$ cat src/rtl/cart_ram_upload_if.sv
// -----------------------------------------------------------------------------
// cart_ram_upload_if
// Groups the two handshakes the upload block sits between:
//   - hps_io ioctl upload side : IOCTL_UPLOAD, IOCTL_INDEX, IOCTL_RD, IOCTL_ADDR
//                                 (to block), IOCTL_DIN, IOCTL_WAIT (from block)
//   - cart RAM read port        : SRAM_ADDR, SRAM_RD (from block),
//                                 SRAM_DATA, SRAM_VALID (to block)
// Modports:
//   master - the environment (hps_io + RAM arbiter) driving requests and data
//   slave  - cart_ram_upload itself
// -----------------------------------------------------------------------------
interface cart_ram_upload_if #(
    parameter int RAM_AW = 13
);
    logic              IOCTL_UPLOAD;
    logic [7:0]        IOCTL_INDEX;
    logic              IOCTL_RD;
    logic [24:0]       IOCTL_ADDR;
    logic [7:0]        IOCTL_DIN;
    logic              IOCTL_WAIT;
    logic [RAM_AW-1:0] SRAM_ADDR;
    logic              SRAM_RD;
    logic [7:0]        SRAM_DATA;
    logic              SRAM_VALID;

    modport master (
        output IOCTL_UPLOAD, IOCTL_INDEX, IOCTL_RD, IOCTL_ADDR,
        output SRAM_DATA, SRAM_VALID,
        input  IOCTL_DIN, IOCTL_WAIT, SRAM_ADDR, SRAM_RD
    );

    modport slave (
        input  IOCTL_UPLOAD, IOCTL_INDEX, IOCTL_RD, IOCTL_ADDR,
        input  SRAM_DATA, SRAM_VALID,
        output IOCTL_DIN, IOCTL_WAIT, SRAM_ADDR, SRAM_RD
    );
endinterface

$ cat src/rtl/cart_ram_upload.sv
// -----------------------------------------------------------------------------
// cart_ram_upload
// Serves cartridge battery RAM to hps_io over the ioctl upload interface and
// decides when a save is worth requesting.
//   CLK_SYS      in   system clock
//   RESET        in   asynchronous reset, active high
//   ENABLE       in   mapper has battery RAM
//   CART_RAM_WE  in   CPU write strobe to cart RAM (one pulse per write)
//   bus          slave modport: ioctl upload handshake + RAM read port
//   UPLOAD_REQ   out  ask the HPS to start a save
//   DIRTY        out  RAM modified since the last complete upload
//   TIMEOUT_ERR  out  sticky flag: a RAM fetch never returned data
// Each in-range read strobe stalls hps_io (IOCTL_WAIT) while the byte is
// fetched through the shared, variable-latency RAM port.
// -----------------------------------------------------------------------------
module cart_ram_upload #(
    parameter int          RAM_AW      = 13,
    parameter logic [7:0]  SAVE_INDEX  = 8'd1,
    parameter logic [23:0] QUIET_CYC   = 24'd2_000_000,
    parameter logic [7:0]  TIMEOUT_CYC = 8'd64
) (
    input  logic              CLK_SYS,
    input  logic              RESET,
    input  logic              ENABLE,
    input  logic              CART_RAM_WE,
    cart_ram_upload_if.slave  bus,
    output logic              UPLOAD_REQ,
    output logic              DIRTY,
    output logic              TIMEOUT_ERR
);

    localparam logic [RAM_AW:0] RAM_SIZE = {1'b1, {RAM_AW{1'b0}}};

    typedef enum logic [0:0] {
        ST_IDLE  = 1'b0,
        ST_FETCH = 1'b1
    } state_t;

    state_t            r_state;
    logic [7:0]        r_din;
    logic              r_wait;
    logic              r_sram_rd;
    logic [RAM_AW-1:0] r_sram_addr;
    logic [7:0]        r_tmo_cnt;
    logic              r_tmo_err;
    logic              r_active_d;
    logic [RAM_AW:0]   r_byte_cnt;
    logic              r_tmo_seen;
    logic              r_dirty;
    logic [23:0]       r_quiet;
    logic              r_upload_req;

    logic w_active;
    logic w_in_range;
    logic w_deliver;
    logic w_tmo_hit;
    logic w_rise;
    logic w_fall;

    assign w_active   = bus.IOCTL_UPLOAD && (bus.IOCTL_INDEX == SAVE_INDEX) && ENABLE;
    assign w_in_range = ((bus.IOCTL_ADDR >> RAM_AW) == 25'd0);
    // A byte is handed over only while the upload is still live; a late VALID
    // after an abort is ignored because the FSM is already back in IDLE.
    assign w_deliver  = (r_state == ST_FETCH) && w_active && bus.SRAM_VALID;
    assign w_tmo_hit  = (r_state == ST_FETCH) && w_active && !bus.SRAM_VALID &&
                        (r_tmo_cnt == (TIMEOUT_CYC - 8'd1));
    assign w_rise     = w_active && !r_active_d;
    assign w_fall     = !w_active && r_active_d;

    // Read FSM: accepts ioctl read strobes and fetches one byte from cart RAM.
    always_ff @(posedge CLK_SYS or posedge RESET) begin
        if (RESET) begin
            r_state     <= ST_IDLE;
            r_din       <= 8'hFF;
            r_wait      <= 1'b0;
            r_sram_rd   <= 1'b0;
            r_sram_addr <= '0;
            r_tmo_cnt   <= 8'd0;
            r_tmo_err   <= 1'b0;
        end else begin
            case (r_state)
                ST_IDLE: begin
                    if (w_active && bus.IOCTL_RD) begin
                        if (w_in_range) begin
                            r_sram_addr <= bus.IOCTL_ADDR[RAM_AW-1:0];
                            r_sram_rd   <= 1'b1;
                            r_wait      <= 1'b1;
                            r_tmo_cnt   <= 8'd0;
                            r_state     <= ST_FETCH;
                        end else begin
                            // Past the end of RAM: answer immediately with blank data.
                            r_din <= 8'hFF;
                        end
                    end
                end
                ST_FETCH: begin
                    if (!w_active) begin
                        r_sram_rd <= 1'b0;
                        r_wait    <= 1'b0;
                        r_state   <= ST_IDLE;
                    end else if (bus.SRAM_VALID) begin
                        r_din     <= bus.SRAM_DATA;
                        r_sram_rd <= 1'b0;
                        r_wait    <= 1'b0;
                        r_state   <= ST_IDLE;
                    end else if (w_tmo_hit) begin
                        r_din     <= 8'hFF;
                        r_tmo_err <= 1'b1;
                        r_sram_rd <= 1'b0;
                        r_wait    <= 1'b0;
                        r_state   <= ST_IDLE;
                    end else begin
                        r_tmo_cnt <= r_tmo_cnt + 8'd1;
                    end
                end
                default: begin
                    r_sram_rd <= 1'b0;
                    r_wait    <= 1'b0;
                    r_state   <= ST_IDLE;
                end
            endcase
        end
    end

    // Save bookkeeping: upload coverage, dirty tracking, quiet timer, save request.
    always_ff @(posedge CLK_SYS or posedge RESET) begin
        if (RESET) begin
            r_active_d   <= 1'b0;
            r_byte_cnt   <= '0;
            r_tmo_seen   <= 1'b0;
            r_dirty      <= 1'b0;
            r_quiet      <= 24'd0;
            r_upload_req <= 1'b0;
        end else begin
            r_active_d <= w_active;

            // Coverage only advances for the next byte in strict ascending order,
            // so a partial or out-of-order upload can never clear DIRTY.
            if (w_rise) begin
                r_byte_cnt <= '0;
            end else if (w_deliver && ({1'b0, r_sram_addr} == r_byte_cnt)) begin
                r_byte_cnt <= r_byte_cnt + (RAM_AW+1)'(1);
            end

            if (w_rise) begin
                r_tmo_seen <= 1'b0;
            end else if (w_tmo_hit) begin
                r_tmo_seen <= 1'b1;
            end

            // A CPU write in the same cycle as the upload end wins over the clear.
            if (!ENABLE) begin
                r_dirty <= 1'b0;
            end else if (CART_RAM_WE) begin
                r_dirty <= 1'b1;
            end else if (w_fall && (r_byte_cnt == RAM_SIZE) && !r_tmo_seen) begin
                r_dirty <= 1'b0;
            end

            if (CART_RAM_WE || !r_dirty) begin
                r_quiet <= 24'd0;
            end else if (r_quiet != QUIET_CYC) begin
                r_quiet <= r_quiet + 24'd1;
            end

            r_upload_req <= r_dirty && (r_quiet == QUIET_CYC) && ENABLE && !bus.IOCTL_UPLOAD;
        end
    end

    assign bus.IOCTL_DIN  = r_din;
    assign bus.IOCTL_WAIT = r_wait;
    assign bus.SRAM_ADDR  = r_sram_addr;
    assign bus.SRAM_RD    = r_sram_rd;
    assign UPLOAD_REQ     = r_upload_req;
    assign DIRTY          = r_dirty;
    assign TIMEOUT_ERR    = r_tmo_err;

endmodule

$ cat src/flat_wrapper.sv
// flat-port wrapper written by rule: the top's interface ports become plain ports
module cart_ram_upload_flat 
#(
    parameter int          RAM_AW      = 13,
    parameter logic [7:0]  SAVE_INDEX  = 8'd1,
    parameter logic [23:0] QUIET_CYC   = 24'd2_000_000,
    parameter logic [7:0]  TIMEOUT_CYC = 8'd64
)
  (CLK_SYS, RESET, ENABLE, CART_RAM_WE, UPLOAD_REQ, DIRTY, TIMEOUT_ERR, bus_IOCTL_UPLOAD, bus_IOCTL_INDEX, bus_IOCTL_RD, bus_IOCTL_ADDR, bus_SRAM_DATA, bus_SRAM_VALID, bus_IOCTL_DIN, bus_IOCTL_WAIT, bus_SRAM_ADDR, bus_SRAM_RD);
  cart_ram_upload_if #(.RAM_AW(RAM_AW)) bus_i ();
  input  logic CLK_SYS;
  input  logic RESET;
  input  logic ENABLE;
  input  logic CART_RAM_WE;
  output logic UPLOAD_REQ;
  output logic DIRTY;
  output logic TIMEOUT_ERR;
  input wire logic [$bits(bus_i.IOCTL_UPLOAD)-1:0] bus_IOCTL_UPLOAD;
  input wire logic [$bits(bus_i.IOCTL_INDEX)-1:0] bus_IOCTL_INDEX;
  input wire logic [$bits(bus_i.IOCTL_RD)-1:0] bus_IOCTL_RD;
  input wire logic [$bits(bus_i.IOCTL_ADDR)-1:0] bus_IOCTL_ADDR;
  input wire logic [$bits(bus_i.SRAM_DATA)-1:0] bus_SRAM_DATA;
  input wire logic [$bits(bus_i.SRAM_VALID)-1:0] bus_SRAM_VALID;
  output wire logic [$bits(bus_i.IOCTL_DIN)-1:0] bus_IOCTL_DIN;
  output wire logic [$bits(bus_i.IOCTL_WAIT)-1:0] bus_IOCTL_WAIT;
  output wire logic [$bits(bus_i.SRAM_ADDR)-1:0] bus_SRAM_ADDR;
  output wire logic [$bits(bus_i.SRAM_RD)-1:0] bus_SRAM_RD;
  assign bus_i.IOCTL_UPLOAD = bus_IOCTL_UPLOAD;
  assign bus_i.IOCTL_INDEX = bus_IOCTL_INDEX;
  assign bus_i.IOCTL_RD = bus_IOCTL_RD;
  assign bus_i.IOCTL_ADDR = bus_IOCTL_ADDR;
  assign bus_i.SRAM_DATA = bus_SRAM_DATA;
  assign bus_i.SRAM_VALID = bus_SRAM_VALID;
  assign bus_IOCTL_DIN = bus_i.IOCTL_DIN;
  assign bus_IOCTL_WAIT = bus_i.IOCTL_WAIT;
  assign bus_SRAM_ADDR = bus_i.SRAM_ADDR;
  assign bus_SRAM_RD = bus_i.SRAM_RD;
  cart_ram_upload #(.RAM_AW(RAM_AW), .SAVE_INDEX(SAVE_INDEX), .QUIET_CYC(QUIET_CYC), .TIMEOUT_CYC(TIMEOUT_CYC)) u_core (.CLK_SYS(CLK_SYS), .RESET(RESET), .ENABLE(ENABLE), .CART_RAM_WE(CART_RAM_WE), .bus(bus_i), .UPLOAD_REQ(UPLOAD_REQ), .DIRTY(DIRTY), .TIMEOUT_ERR(TIMEOUT_ERR));
endmodule
$ cat config.mk
export PLATFORM = sky130hd
export DESIGN_NAME = cart_ram_upload_flat
export DESIGN_NICKNAME = d
export VERILOG_FILES = /design/src/rtl/cart_ram_upload_if.sv /design/src/rtl/cart_ram_upload.sv /design/src/flat_wrapper.sv
export SDC_FILE = /design/constraint.sdc
export NUM_CORES = 1
export LEC_CHECK = 0
export CAP_MARGIN = 25
export CORE_AREA = 2 2 90 92
export DETAILED_ROUTE_END_ITERATION = 10
export DIE_AREA = 0 0 92 94
export GPL_ROUTABILITY_DRIVEN = 0
export PLACE_DENSITY = 0.75
export RECOVER_POWER = 100
export REMOVE_ABC_BUFFERS = 1
export SYNTH_ARGS = -nofsm -noshare
export SYNTH_HDL_FRONTEND = slang
export SYNTH_SLANG_ARGS = --single-unit
$ cat constraint.sdc
create_clock -name CLK_SYS -period 6.75 [get_ports CLK_SYS]
set_clock_uncertainty 0.05 [all_clocks]
set_input_delay 1.35 -clock CLK_SYS [delete_from_list [all_inputs] [get_ports CLK_SYS]]
set_output_delay 1.35 -clock CLK_SYS [all_outputs]
set_load 0.005 [all_outputs]
### Word-level counts from Yosys, hierarchy flattened

Index checks and enable logic that the tools add are counted.

| storage, ports and cells | value |
|---|---|
| bits in writable memories | 0 |
| word-level logic and storage cells | 96 |
| bits in latches | 0 |
| flip-flop bits (word level) | 74 |
| ROM bits | 0 |
| input port bits | 48 |
| memories kept | 0 |
| output and inout bits | 26 |

| operators by class | value |
|---|---|
| $add $sub $neg | 3 |
| reduce and logical (&&, ||, !) cells | 31 |
| shift-type cells | 0 |
| div/mod/pow operators | 0 |
| bitwise gates (word level) | 2 |
| mux-type cells | 33 |
| order comparisons | 0 |
| eq/ne operators | 15 |
| multiply operators | 0 |

Operators by type and width:

| operator | number |
|---|---|
| 8-bit two-way mux | 10 |
| 24-bit two-way mux | 2 |
| 8-bit one-hot mux with 2 select lines | 2 |
| 14-bit two-way mux | 2 |
| 25-bit zero test | 1 |
| 24-bit by 1-bit adder with 24-bit output (second input constant) | 1 |
| 24-bit by 21-bit equality test with 1-bit output (second input constant) | 1 |
| 24-bit by 21-bit != test with 1-bit output (second input constant) | 1 |
| 1-bit logical AND | 15 |
| 1-bit two-way mux | 15 |
| 14-bit by 1-bit adder with 14-bit output (second input constant) | 1 |
| 13-bit by 14-bit equality test with 1-bit output | 1 |
| 14-bit equality test (second input constant) | 1 |
| 8-bit by 1-bit adder with 8-bit output (second input constant) | 1 |
| 8-bit by 1-bit equality test with 1-bit output (second input constant) | 1 |
| 8-bit by 6-bit equality test with 1-bit output (second input constant) | 1 |
| 2-bit != test (second input constant) | 4 |
| 4-bit AND reduction | 2 |
| 1-bit zero test | 6 |
| 3-bit AND reduction | 2 |
| 2-bit nonzero test | 3 |
| 5-bit AND reduction | 1 |
| 2-bit by 1-bit != test with 1-bit output (second input constant) | 2 |
| 4-bit != test (second input constant) | 1 |
| 5 further kinds | 7 |

### Logic depth before layout (Yosys ltp)

Gate-level depths: netlist of run 1.

| depth | value |
|---|---|
| word-level depth | 10 |
| gate-level depth with buffers | 8 |

### Worst setup path before layout of run 1

OpenSTA, ideal clock, no wires.

| path | value |
|---|---|
| kind | input -> register |
| from | input bus_IOCTL_INDEX[3] |
| to | register u_core.r_sram_addr[0], in the netlist u_core.bus.SRAM_ADDR[0] |
| data required time | 6.575 ns |
| path slack | 3.226 ns |
| cell stages on the path | 6 |
| arrival | 3.349 ns |
| cells stage by stage | or4_4 -> or3_1 -> clkbuf_1 -> nor4_4 -> buf_2 -> mux2_2 |

| on the way | value |
|---|---|
| word-level cells in the longest chain between the ends | 5 |

RTL lines:

| what | line | text |
|---|---|---|
| start, declared | flat_wrapper.sv:19 | `input wire logic [$bits(bus_i.IOCTL_INDEX)-1:0] bus_IOCTL_INDEX;` |
| 8-bit by 1-bit equality test with 1-bit output | cart_ram_upload.sv:60 | `assign w_active = bus.IOCTL_UPLOAD && (bus.IOCTL_INDEX == SAVE_INDEX) && ENABLE;` |
| 1-bit logical AND (2 in series) | cart_ram_upload.sv:60 |  |
| 1-bit logical AND | cart_ram_upload.sv:83 | `if (w_active && bus.IOCTL_RD) begin` |
| 3-bit AND reduction (no line) | -- |  |
| end signal, assigned | cart_ram_upload.sv:85 | `r_sram_addr <= bus.IOCTL_ADDR[RAM_AW-1:0];` |
| end, declared | cart_ram_upload.sv:43 | `logic [RAM_AW-1:0] r_sram_addr;` |

Every way passes these cells.
A chain may end at the register's enable or synchronous reset.

### Worst setup path in the final report of run 1

| path | value |
|---|---|
| from | input bus_IOCTL_INDEX[3] |
| to | register u_core.r_byte_cnt[11] |

| on the way | value |
|---|---|
| word-level cells in the longest chain between the ends | 7 |

RTL lines:

| what | line | text |
|---|---|---|
| 8-bit by 1-bit equality test with 1-bit output * | cart_ram_upload.sv:60 |  |
| 1-bit logical AND * (2 in series) | cart_ram_upload.sv:60 |  |
| 1-bit logical AND (2 in series) | cart_ram_upload.sv:64 | `assign w_deliver = (r_state == ST_FETCH) && w_active && bus.SRAM_VALID;` |
| 1-bit logical AND | cart_ram_upload.sv:141 | `end else if (w_deliver && ({1'b0, r_sram_addr} == r_byte_cnt)) begin` |
| 2-bit nonzero test (no line) | -- |  |
| end signal, assigned | cart_ram_upload.sv:142 | `r_byte_cnt <= r_byte_cnt + (RAM_AW+1)'(1);` |
| end, declared | cart_ram_upload.sv:47 | `logic [RAM_AW:0] r_byte_cnt;` |

Mark *: on every way between the ends. The rest lies on a longest branch, timed or not.

==> results of run 1 <==
## final cells by class
class / count / area share
clock inverters: 2 / 0.01257
flip-flops and latches: 74 / 0.3897
clock buffers: 13 / 0.03326
repair buffers: 74 / 0.1545
inverters: 10 / 0.007858
multi-input cells: 271 / 0.3753
well taps: 102 / 0.02672
## cells by family (layout without fill, tap and decap cells)
kind of cell | Yosys count | count (layout) | synth area share
AO/OA/AOI/OAI | 55 | 55 | 0.09152
XOR/XNOR | 34 | 34 | 0.07891
adder cells (fa/ha/maj) | 5 | 5 | 0.01658
buffers and inverters | 25 | 99 | 0.02818
flip-flops | 74 | 74 | 0.4934
multiplexers | 15 | 15 | 0.04410
AND/OR/NAND/NOR | 162 | 162 | 0.2474
## cell usage in the layout (no fill, tap or decap), types with 3 or more instances in the layout
cell type        instances
o21ai_0                 12
nand4_1                 13
mux2_2                  13
or3_1                   12
nor3_1                   8
nor2_1                  32
nand2_1                 19
and3_1                  10
nand3_1                 20
a21oi_1                 20
or4_1                    6
o22a_1                   8
dlygate4sd3_1           29
a31oi_1                  5
nand2b_1                 6
dfstp_2                  8
nor4_1                  12
clkbuf_8                11
xnor2_1                 23
ha_1                     5
and4_1                   5
xor2_1                  11
inv_1                    9
dfrtp_1                 66
o41ai_1                  3
nand4b_1                 6
clkdlybuf4s50_1         44
## state kept, by name, summed over array words and instances, names as in the netlist, 8 cells and up
signal                cells
u_core.bus.IOCTL_DIN      8
u_core.bus.SRAM_ADDR     13
u_core.r_byte_cnt        14
u_core.r_quiet           24
u_core.r_tmo_cnt          8
## per-layer routing
layer,vias to the layer above,GRT usage,wire [µm]
met5,-,0,0
met1,1543,0.2607,3711
met2,84,0.3719,4454
li1,1500,-,-
met4,0,0.07587,198
met3,20,0.06260,394
## power groups by stage
stage	sequential, µW	clock (µW)	combinational [µW]
2_1_floorplan	456	0	13.0
3_3_place_gp	456	0	48.2
3_5_place_dp	456	0	48.8
4_1_cts	448	388	49.0
5_1_grt	448	406	51.8
6_report	448	379	46.4
## worst max-delay path by stage
stage	startpoint	to
global route	bus_IOCTL_INDEX[3]	u_core.r_tmo_cnt[4]
finish	bus_IOCTL_INDEX[3]	u_core.r_byte_cnt[11]
CTS	bus_IOCTL_INDEX[3]	u_core.r_tmo_cnt[0]
detailed placement	bus_IOCTL_INDEX[3]	u_core.r_tmo_cnt[0]
global placement	bus_IOCTL_INDEX[3]	u_core.r_tmo_cnt[2]
floorplan	bus_IOCTL_INDEX[3]	u_core.r_tmo_cnt[2]
## critical path, stage by stage
cell,delay [ns]
dlygate4sd3_1,0.53
or4_1,0.57
or4_1,0.85
nor3_1,0.73
nand4b_1,0.25
a21oi_1,0.20
## per-stage QoR
step           hold WS, ns  utilization  area (µm²)  power, µW  setup WS (ns)
5_1_grt             0.4414       0.6280        4777      906.2          2.385
4_1_cts             0.4465       0.6296        4790      884.6          2.705
6_report            0.4341       0.6280        4777      873.8          2.509
3_3_place_gp        0.4047       0.6008        4571      504.5          2.424
2_1_floorplan       0.4150            -        3705      469.5          3.122
3_5_place_dp        0.4166       0.6008        4571      505.3          2.339
==> summary.txt, run 1 <==
Floorplan
  – Die width: 92 µm
  – Die height: 94 µm
  – Rows: 32
  – Starting Density: 0.4961
  – Full die area: 0.008648 mm²
  – Ports: 74
  – Core Area: 0.007607 mm²

Timing
  – Final Max Tran Viols: 0
  – Tmin final: between 4 and 5 ns
  – Final Cycle Share: 0.6284
  – Hold Fails Final Rpt: 0
  – Peak Freq: 235.8 MHz
  – Final setup viols: 0
  – Slew HR: 0.2981
  – RSZ-0062 raised after global routing: no
  – Slew @ Worst Pin: 1.043 ns
  – Setup tns final: 0 ns

Critical path
  – Startpoint types: primary input
  – Worst EP arrival: between 4 and 5 ns
  – R2r startpoint: u_core.r_state
  – Reg2reg path depth: 5
  – WS Path Type: primary input to register
  – R2R Path End: u_core.r_byte_cnt[11]
  – Worst Path Max Fanout: 17
  – CP endpoint kind: register
  – Critical Path RT: approximately 7 ns
  – FF-to-FF setup slack: approximately 4 ns

Layout
  – Layout area overhead: 26.59%
  – # diodes: 0
  – Multi-input gate area in the final layout: between 0.0015 and 0.002 mm²
  – Sequential cell area: 0.001862 mm²
  – Fill count: 620
  – Nets@finish: ~500
  – Fraction of layout cells with a size suffix above 1: 0.09009
  – Finished Layout Cells: 546

Detailed routing
  – Drt pass-1 iters: 4
  – Final WL: 8759 µm
  – First-iteration detailed-routing DRC count: 196
  – Drt drc: 0
  – Wirelength per Cell: about 16 µm
  – Via-to-Cell Ratio: 5.764
  – Via count: around 3100
  – Antenna-violating nets left: 0

Yosys
  – Synth Instances: 370
  – Avg Inst Size Synth: around 10 µm²
  – Yosys cell types: 46
  – Top cells by area, synth: dfrtp_1 44%, dfstp_2 5.6%, xnor2_1 5.3%
  – Sequential fraction of the synthesis area: 0.4934
  – Yosys top cell area share: 0.4377
  – Number of flops mapped to enable cells by yosys: 0
  – Post-synth top area cell: dfrtp_1
  – Yosys reg bits: between 70 and 80
  – Commonest register cell after synthesis: dfrtp_1
  – Cell with the most instances after synthesis: dfrtp_1
  – Fraction of registers with async set/reset: 1.000
  – Syn. warnings: 0
  – Post-synthesis instance area: 0.003774 mm²
  – Commonest cells in the synthesized netlist: 66 x dfrtp_1, 32 x nor2_1, 23 x xnor2_1

Pwr
  – Combinational Power Share: 0.053
  – P_leak: 0.002072 µW
  – P_int: 702.2 µW
  – Clock power share: 0.434
  – Seq pwr share: 0.513
  – Maximum vdd drop: roughly 0.11 mV
  – PD cells: 182.9 mW/mm²
  – Switching part of the total: 0.1964
  – P_sw: between 150 and 200 µW

Clock tree
  – Clock Path Buffers: 2
  – Clk_lat worst skew: 0.35 ns
  – H-tree depth: 3
  – CTS tree: built
  – TritonCTS Buffers: 9
  – Clock root buffer: clkbuf_8
  – Sink Count: 74
  – Hold-fix buffers, CTS: 0
  – PostCTS Resize Cnt: 0
  – Clock slew at reported path FFs: 0.07 ns
  – Number of setup buffers added after CTS: 0

GRT
  – First-pass GRT wire length: roughly 15000 µm
  – Largest net degree at the start of global routing: 75
  – Gr usage total: 0.2163
  – Via count of the first global-routing pass: 3219
  – Initial antenna violation count: 0
  – Overflow after GRT: 0

Place
  – DP Cell Count: between 500 and 600
  – Hpwl dp: 6168 µm
  – Port bufs: 73

Min path
  – Hold Startpoint: u_core.TIMEOUT_ERR
  – Hold Path End: u_core.TIMEOUT_ERR
  – Worst Hold Depth: 1
  – Worst Hold Class: register to register

Flow run
  – Maxcap violations: 0

Run status
  – Status: finished, final reports clean
(Power assumes the default switching activity.)
==> run 2: changes to the inputs <==
--- a/config.mk
+++ b/config.mk
@@ -6,11 +6,11 @@
 export NUM_CORES = 1
 export LEC_CHECK = 0
 export CAP_MARGIN = 25
-export CORE_AREA = 2 2 90 92
+export CORE_AREA = 2 2 93 95
 export DETAILED_ROUTE_END_ITERATION = 10
-export DIE_AREA = 0 0 92 94
+export DIE_AREA = 0 0 95 97
 export GPL_ROUTABILITY_DRIVEN = 0
-export PLACE_DENSITY = 0.75
+export PLACE_DENSITY = 0.73
 export RECOVER_POWER = 100
 export REMOVE_ABC_BUFFERS = 1
 export SYNTH_ARGS = -nofsm -noshare
==> constraint.sdc (replaced) <==
create_clock -name CLK_SYS -period 3.5 [get_ports CLK_SYS]
set_clock_uncertainty 0.05 [all_clocks]
set_input_delay 0.7 -clock CLK_SYS [delete_from_list [all_inputs] [get_ports CLK_SYS]]
set_output_delay 0.7 -clock CLK_SYS [all_outputs]
set_load 0.005 [all_outputs]
==> run 2 against run 1 <==
  * The flow now finishes with violations (max-capacitance violations, max-slew violations)
  * First-iteration DRC count rose by 3.6%
  * Wire length fell by 1.9%
  * Sequential power rose by 93%
  * Non-clock buffer count rose by 7
  * Power rose by 86%
  * Worst setup slack got worse by 2.1 ns
  * Register-to-register slack got worse by 3.1 ns
  * Count of clock-buffer cells in the layout fell by 2
  * Flip-flop and latch count did not move
  * Global-route usage fell by 1.9 points
  * Critical path depth did not move
  * Critical path type unchanged
==> summary.txt, run 2 (synthesis gave the netlist of run 1 again) <==
Run status
  – Status: finished with violations (was finished, final reports clean)
  – Failing checks: max-capacitance violations, max-slew violations

Timing
  – RSZ-0062 raised after global routing: no (unchanged)
  – Final WS setup: 0.4139 ns (was 2.509 ns)
  – Final Max Tran Viols: 75 (was 0)
  – Slew @ Worst Pin: 1.778 ns (was 1.043 ns)
  – Setup tns final: 0 ns (unchanged)
  – Final Cycle Share: 0.8818
  – Peak Freq: 324.0 MHz
  – Tmin final: 3.086 ns
  – Final hold slack: 0.4237 ns (was 0.4341 ns)
  – Slew HR: -0.1854 (was 0.2981)
  – Hold Fails Final Rpt: 0 (unchanged)
  – Final setup viols: 0 (unchanged)

Layout
  – # diodes: 0 (unchanged)
  – Finished Layout Cells: 557 (was 546)
  – Nets@finish: 500 (was 493)
  – Max FFs per register: 24 (unchanged)
  – Biggest register: u_core.r_quiet (unchanged)
  – Most frequent cells in the layout: 66 x dfrtp_1, 44 x clkdlybuf4s50_1, 32 x nor2_1, 29 x dlygate4sd3_1, 23 x xnor2_1 (unchanged)
  – Fraction of layout cells with a size suffix above 1: 0.1084 (was 0.09009)
  – Most common cell after layout, fill and taps aside: dfrtp_1 (unchanged)
  – Layout area overhead: 27.55% (was 26.59%)

Min path
  – Hold Startpoint: u_core.TIMEOUT_ERR (unchanged)
  – Worst Hold Class: register to register (unchanged)
  – Worst Hold Depth: 1 (unchanged)
  – Hold Path End: u_core.TIMEOUT_ERR (unchanged)

Critical path
  – Most common cell on crit path: or4_1 (unchanged)
  – Sequence of cells on the critical path: dlygate4sd3_1, or4_1, or4_4, or3_1, or4_1, nand2_1 (was dlygate4sd3_1, or4_1, or4_1, nor3_1, nand4b_1, a21oi_1)
  – Critical Path RT: 3.74 ns (was 6.98 ns)
  – Reg2reg path depth: 5 (unchanged)
  – R2r startpoint: u_core.r_byte_cnt[3] (was u_core.r_state)
  – CP endpoint kind: register (unchanged)
  – CP delay by family, top: simple AND/OR/NAND/NOR gates (unchanged)
  – R2R Path End: u_core.r_byte_cnt[3] (was u_core.r_byte_cnt[11])
  – FF-to-FF setup slack: 0.98 ns (was 4.04 ns)
  – CP Buf/Inv Count: 1 (unchanged)
  – Crit-path max cell delay: 0.63 ns (was 0.85 ns)
  – CP max-delay cell: or4_4 (was or4_1)
  – WS Path Type: primary input to register (unchanged)
  – Startpoint types: primary input (unchanged)
  – Worst Path Max Fanout: 10 (was 17)
  – Worst EP arrival: 3.32 ns (was 4.47 ns)

Clock tree
  – Hold-fix buffers, CTS: 0 (unchanged)
  – Clock root buffer: clkbuf_8 (unchanged)
  – Sink Count: 74 (unchanged)
  – TritonCTS Buffers: 9 (unchanged)
  – CTS tree: built (unchanged)
  – Clk_lat worst skew: 0.35 ns (about the same)
  – PostCTS Resize Cnt: 0 (unchanged)
  – Clock Path Buffers: 2 (unchanged)
  – Clock slew at reported path FFs: 0.07 ns (about the same)
  – H-tree depth: 3 (unchanged)
  – Number of setup buffers added after CTS: 0 (unchanged)

GRT
  – Overflow after GRT: 0 (unchanged)
  – Via count of the first global-routing pass: 3096 (was 3219)
  – Largest net degree at the start of global routing: 75 (unchanged)
  – Initial antenna violation count: 0 (unchanged)
  – First-pass GRT wire length: 14400 µm (was 14770 µm)
  – Gr usage total: 0.1970 (was 0.2163)

Detailed routing
  – Drt pass-1 iters: 6 (was 4)
  – Wirelength per Cell: 15.43 µm (was 16.04 µm)
  – Via count: 3163 (was 3147)
  – Final WL: 8595 µm (was 8759 µm)
  – Antenna-violating nets left: 0 (unchanged)
  – Drt drc: 0 (unchanged)
  – Via-to-Cell Ratio: 5.679 (was 5.764)
  – First-iteration detailed-routing DRC count: 203 (was 196)

Place
  – Hpwl dp: 6150 µm (was 6168 µm)
  – Pre-CTS setup slack: 0.2428 ns (was 2.339 ns)
  – Port bufs: 73 (unchanged)
  – DP Cell Count: 541 (was 531)

Floorplan
  – Core Area: 0.008134 mm² (was 0.007607 mm²)
  – Ports: 74 (unchanged)
  – Starting Density: 0.4639 (was 0.4961)
  – Die width: 95 µm (was 92 µm)
  – Full die area: 0.009215 mm² (was 0.008648 mm²)
  – Die height: 97 µm (was 94 µm)
  – Rows: 33 (was 32)

Flow run
  – Maxcap violations: 1 (was 0)

Pwr
  – P_sw: 346.7 µW (was 171.6 µW)
  – P_int: 1281 µW (was 702.2 µW)
  – PD cells: 338.1 mW/mm² (was 182.9 mW/mm²)
  – Tot Pwr: 1627 µW (was 873.8 µW)
  – Clock power share: 0.414 (was 0.434)
  – P_leak: 0.002093 µW (was 0.002072 µW)
  – Seq pwr share: 0.531 (was 0.513)
  – Maximum vdd drop: 0.2063 mV (was 0.1112 mV)
  – Combinational Power Share: 0.055 (was 0.053)
  – Switching part of the total: 0.2130 (was 0.1964)
run 2: power by group through the flow:
stage / combinational [µW] / clock, µW / sequential, µW
floorplan: 25.1 / 0 / 880
global placement: 95.2 / 0 / 880
detailed placement: 96.2 / 0 / 880
CTS: 96.6 / 696 / 864
global route: 98.8 / 734 / 864
finish: 89.4 / 674 / 864
run 2: worst reg2reg max path: stages (launching register included):
cell and delay, ns:
dfrtp_1 0.47, xnor2_1 0.28, nand4_1 0.12, or4_1 0.82
or4_1 0.57, a21oi_1 0.15
run 2: worst max-delay path by stage:
stage | startpoint | end | slack (ns) | depth (start not counted)
after detailed placement | bus_IOCTL_INDEX[3] | u_core.r_byte_cnt[9] | 0.24 | 6
final | bus_IOCTL_INDEX[3] | u_core.r_byte_cnt[9] | 0.41 | 6
after floorplan | bus_IOCTL_INDEX[3] | u_core.r_tmo_cnt[2] | 0.52 | 5
after global placement | bus_IOCTL_INDEX[3] | u_core.r_byte_cnt[9] | 0.27 | 6
after global routing | bus_IOCTL_INDEX[3] | u_core.r_byte_cnt[9] | 0.36 | 6
after CTS | bus_IOCTL_INDEX[3] | u_core.r_byte_cnt[9] | 0.62 | 6
run 2: layout make-up:
| class | instances | area, µm² |
|---|---|---|
| sequential | 74 | 1862 |
| tap | 105 | 131.4 |
| fill | 679 | 3321 |
| multi-input combinational | 271 | 1802 |
| timing repair buffer | 81 | 777.0 |
| inverter | 10 | 37.54 |
| clock buffer | 11 | 151.4 |
| clock inverter | 5 | 52.55 |
run 2: metal layers:
layer,track usage,part of all wire
met3,0.07009,0.068
met1,0.2401,0.41
met4,0.06355,0.011
met5,0,0
met2,0.3230,0.51
run 2: metrics by stage:
stage	util	cell area [µm²]
after floorplan	-	3705
after global placement	0.5704	4639
after detailed placement	0.5704	4639
after CTS	0.5954	4843
after global routing	0.5918	4813
final	0.5918	4813
